**src/rtl/serial_addsub_pkg.sv**
```systemverilog
// Shared types and constants for the serial adder/subtractor.
package serial_addsub_pkg;
    typedef enum logic [1:0] {IDLE, RUN, DONE} state_t;

    localparam logic OP_ADD = 1'b1;
    localparam logic OP_SUB = 1'b0;
endpackage

```
**src/rtl/serial_addsub_slice.sv**
```systemverilog
// Combinational STEP-bit ripple-carry slice used once per clock by serial_addsub.
// c_msb is the carry into the top bit of the slice; on the final step of an
// operation that is the carry into the operand MSB, used for overflow.
module addsub_slice #(
    parameter int STEP = 1
) (
    input  logic [STEP-1:0] a,
    input  logic [STEP-1:0] b,
    input  logic            cin,
    output logic [STEP-1:0] s,
    output logic            cout,
    output logic            c_msb
);
    logic [STEP:0] c;

    assign c[0] = cin;

    for (genvar i = 0; i < STEP; i++) begin : g_bit
        assign s[i]   = a[i] ^ b[i] ^ c[i];
        assign c[i+1] = (a[i] & b[i]) | (a[i] & c[i]) | (b[i] & c[i]);
    end

    assign cout  = c[STEP];
    assign c_msb = c[STEP-1];
endmodule

```
**src/rtl/serial_addsub.sv**
```systemverilog
// Multi-cycle N-bit adder/subtractor, STEP bits per clock, LSB first.
// Optional feature macro: SERIAL_ADDSUB_OVF_EN builds the signed-overflow
// logic; without it ovf is tied to 0.
module serial_addsub
    import serial_addsub_pkg::*;
#(
    parameter int WIDTH = 8,
    parameter int STEP  = 1
) (
    input  logic             clk,
    input  logic             rst_n,
    input  logic             start,
    input  logic [WIDTH-1:0] a,
    input  logic [WIDTH-1:0] b,
    input  logic             a_ns,
    output logic             busy,
    output logic             done,
    output logic [WIDTH-1:0] s,
    output logic             cout,
    output logic             ovf
);
    localparam int N  = WIDTH / STEP;
    localparam int CW = (N > 1) ? $clog2(N) : 1;
    localparam logic [CW-1:0] LAST = CW'(N - 1);

    state_t           state;
    logic [WIDTH-1:0] a_sr, b_sr, res_sr;
    logic             carry;
    logic [CW-1:0]    cnt;

    logic [STEP-1:0]       sum;
    logic                  c_out, c_msb;
    logic [WIDTH+STEP-1:0] res_cat;
    logic [WIDTH-1:0]      res_next;
    logic                  accept, last;

    addsub_slice #(.STEP(STEP)) u_slice (
        .a     (a_sr[STEP-1:0]),
        .b     (b_sr[STEP-1:0]),
        .cin   (carry),
        .s     (sum),
        .cout  (c_out),
        .c_msb (c_msb)
    );

    // New sum bits enter at the MSB end so the result is assembled LSB-first.
    assign res_cat  = {sum, res_sr};
    assign res_next = res_cat[WIDTH+STEP-1:STEP];
    assign accept   = start && (state == IDLE || state == DONE);
    assign last     = (state == RUN) && (cnt == LAST);

    // Control FSM, operand/result shift registers and registered outputs.
    always_ff @(posedge clk or negedge rst_n) begin
        if (!rst_n) begin
            state  <= IDLE;
            busy   <= 1'b0;
            done   <= 1'b0;
            a_sr   <= '0;
            b_sr   <= '0;
            res_sr <= '0;
            carry  <= 1'b0;
            cnt    <= '0;
            s      <= '0;
            cout   <= 1'b0;
        end else begin
            done <= 1'b0;
            if (accept) begin
                // Subtract is A + ~B + 1: invert B and seed the carry with 1.
                state <= RUN;
                busy  <= 1'b1;
                a_sr  <= a;
                b_sr  <= (a_ns == OP_ADD) ? b : ~b;
                carry <= ~a_ns;
                cnt   <= '0;
            end else if (state == RUN) begin
                a_sr   <= a_sr >> STEP;
                b_sr   <= b_sr >> STEP;
                res_sr <= res_next;
                carry  <= c_out;
                cnt    <= cnt + 1'b1;
                if (last) begin
                    state <= DONE;
                    busy  <= 1'b0;
                    done  <= 1'b1;
                    s     <= res_next;
                    cout  <= c_out;
                end
            end else if (state == DONE) begin
                state <= IDLE;
            end
        end
    end

`ifdef SERIAL_ADDSUB_OVF_EN
    // Signed overflow: carry into the MSB differs from carry out of it.
    always_ff @(posedge clk or negedge rst_n) begin
        if (!rst_n)
            ovf <= 1'b0;
        else if (last)
            ovf <= c_msb ^ c_out;
    end
`else
    logic unused_c_msb;
    assign unused_c_msb = c_msb;
    assign ovf          = 1'b0;
`endif
endmodule

```
**config.mk**
```make
export PLATFORM = sky130hd
export DESIGN_NAME = serial_addsub
export DESIGN_NICKNAME = d
export VERILOG_FILES = /design/src/rtl/serial_addsub_pkg.sv /design/src/rtl/serial_addsub_slice.sv /design/src/rtl/serial_addsub.sv
export SDC_FILE = /design/constraint.sdc
export NUM_CORES = 1
export LEC_CHECK = 0
export BUFFER_PORTS_ARGS = -buffer_cell sky130_fd_sc_hd__buf_2
export CORE_MARGIN = 1
export CORE_UTILIZATION = 58
export CTS_CLUSTER_DIAMETER = 120
export DETAILED_ROUTE_END_ITERATION = 10
export PLACE_DENSITY = 0.85
export REMOVE_ABC_BUFFERS = 1
export SETUP_SLACK_MARGIN = 0.02
export SLEW_MARGIN = 20
export SYNTH_ARGS = -nofsm -noshare
export SYNTH_HDL_FRONTEND = slang
export SYNTH_SLANG_ARGS = --single-unit
```
**constraint.sdc**
```tcl
create_clock -name clk -period 3 [get_ports clk]
set_clock_uncertainty 0.15 [all_clocks]
set_input_delay 0.45 -clock clk [delete_from_list [all_inputs] [get_ports clk]]
set_output_delay 0.45 -clock clk [all_outputs]
set_load 0.1 [all_outputs]
```
==> results_dict.tcl <==
set metrics [dict create \
    syn_inst 130 \
    wl_mm 2.645 \
    synth_most_common_cell "dfrtp_1" \
    synth_area_leaders "dfrtp_1 (57%), mux2_2 (6.4%), mux2_4 (6.0%)" \
    cts_tree "done" \
    hold_class "in2async" \
    grt_usage 0.1919 \
    die_width_um 57.02 \
    synth_edf_count 0 \
    max_freq_mhz 542.2 \
    r2r-start "state[0]" \
    maxSlewViolCount 0 \
    grt_max_degree 41 \
    ioPinCount 32 \
    vias 1064 \
    cts_resized 0 \
    hold_buffers 0 \
    start_kind "flop" \
    final_antenna_net_count 0 \
    arrival_ns 1.98 \
    syn-cell-area_mm2 0.001755 \
    drt-initial-drc-count 26 \
    viasPerCell 5.571 \
    nNetsFinal 182 \
    worstPathRequired_ns 3.14 \
    antenna_found_initial 0 \
    start_util 0.6258 \
    synth_top_area_frac 0.5702 \
    max_slew.worst_pin.slew_ns 0.8491 \
    cts-buffers-inserted 5 \
    path_max_fanout 12 \
    overflow 0 \
    synthDominantAreaCellType "dfrtp_1" \
    fp.coreArea_mm2 0.002805 \
    synth.distinct_cells 26 \
    synth_area_per_cell_um2 13.50 \
    violations "DRC" \
    dr.pass1.iters 7 \
    drc_errors 4 \
    ys_async_sr_fraction 1.000 \
    post_drt_wl_per_cell_um 13.85 \
    path_class "reg2reg" \
    seq_area_frac_synth 0.5702 \
    grt_pass1_wl_mm 4.547 \
    placementRows 19 \
    dieArea_mm2 0.003251 \
    rsz0062_at_grt "no" \
    path_clk_slew_ns 0.11 \
    setup_tns_ns 0 \
    setup_viol 0 \
    post_cts_buffers 0 \
    slowest_delay_ns 0.62 \
    ys_ff_latch 40 \
    slew_headroom 0.4339 \
    h-tree-depth 2 \
    layout-drive-gt1-share 0.3563 \
    critPathSlowestCell "nor2_1" \
    drv_cap 0 \
    grt_pass1_vias 1016 \
    n_antenna_cell 0 \
    dp_hpwl_mm 1.906 \
    final.min_clock_period_ns 1.844 \
    clk_path_buf_depth 2 \
    critPathTopFamily "simple AND/OR/NAND/NOR gates" \
    synthFlopType "dfrtp_1" \
    ff2ff_path_depth 3 \
    yosys_warnings 0 \
    end_kind "flop" \
    io_buffers 30 \
    timing.final.crit_share 0.6148 \
    crit_chain "and2b_1 > nor2_1 > mux2_2" \
    status "complete, but fails checks" \
    area_delta_synth_final_pct 11.55 \
    path_buf_inv 0 \
    synth_commonest_cells "dfrtp_1 (40), mux2_2 (10), mux2i_1 (8), nand2_1 (8), nor2_1 (8)" \
    fp.dieH_um 57.02 \
    routabilityCongestion 0.7096 \
    root_buffer "clkbuf_4" \
    clock_latency_ns 0.34 \
    reg2reg_slack_ns 1.16 \
    clock_sinks 40 \
    r2r_end "cnt[0]" \
    hold_viol_final 0 \
]
[cell families after synthesis]
family,synth area share
and+or+nand+nor,0.04919
DFF,0.5702
buffers and inverters,0.04632
adders and majority gates,0.02566
AOI/OAI and AO/OA,0.09693
xor gates and xnor gates,0.03992
muxes,0.1696
other,0.002136
[worst max path at each step]
stage	startpoint	endpoint	slack, ns	depth (start not counted)
CTS	state[0]	cnt[0]	1.13	3
finish	state[0]	cnt[0]	1.16	3
global placement	start	cnt[0]	1.13	5
floorplan	state[1]	s[0]	0.93	3
global route	state[0]	b_sr[1]	1.01	3
detailed placement	start	cnt[0]	1.06	5
[cell usage in the layout, fill, tap and decap left out]
| cell | synthesis | routed |
|---|---|---|
| nand2_2 | 1 | 1 |
| fa_1 | 1 | 1 |
| and2b_1 | 1 | 1 |
| clkinv_2 | 0 | 1 |
| o21a_1 | 2 | 2 |
| nand2b_1 | 1 | 1 |
| xor2_1 | 7 | 7 |
| buf_2 | 2 | 30 |
| conb_1 | 1 | 1 |
| inv_1 | 1 | 1 |
| a22o_1 | 4 | 4 |
| clkbuf_4 | 0 | 5 |
| bufinv_16 | 0 | 1 |
| dfrtp_1 | 40 | 40 |
| a221o_1 | 7 | 7 |
| nor2b_1 | 1 | 1 |
| mux2_2 | 10 | 10 |
| xnor2_1 | 1 | 1 |
| mux2i_1 | 8 | 8 |
| nor2_1 | 8 | 8 |
| mux2_4 | 7 | 7 |
| o21ai_0 | 6 | 6 |
| clkbuf_1 | 2 | 1 |
| a21o_1 | 2 | 2 |
| ha_1 | 2 | 2 |
| nand2_1 | 8 | 8 |
| buf_4 | 2 | 2 |
| a21oi_1 | 1 | 1 |
[area by class of cell]
type,count,area [um^2]
Fill cell,219,847.1
Clock inverter,2,35.03
Clock buffer,6,41.29
Timing Repair Buffer,32,165.2
Tap cell,31,38.79
Sequential cell,40,1001
Multi-Input combinational cell,79,673.1
Inverter,1,3.754
[state kept, by name, summed over array words and instances (netlist names)]
register and flops:
a_sr 8, s 8, cout 1, busy 1, state 2, carry 1
b_sr 8, cnt 3, done 1, res_sr 7
[stage by stage]
stage                 util  cell area (um^2)  hold slack, ns  worst slack (ns)  instances
finish              0.6980              1958         0.05103             1.156        191
floorplan                -              1678        0.004409            0.9271        120
CTS                 0.6980              1958         0.06050             1.126        191
global placement    0.6708              1882          0.3035             1.128        183
detailed placement  0.6708              1882          0.3224             1.065        183
global route        0.6980              1958          0.1129             1.013        191
[per-layer routing]
metal  vias up  routed length (um)  GRT usage
li1        514                   -          -
met1       512                1155     0.2260
met2        30                1267     0.3059
met3         8                 128    0.06803
met4         0                  94     0.1115
met5         -                   0          0
Power is not shown: default switching activity piles up to over one toggle a cycle in this logic, so the estimate is an artifact.
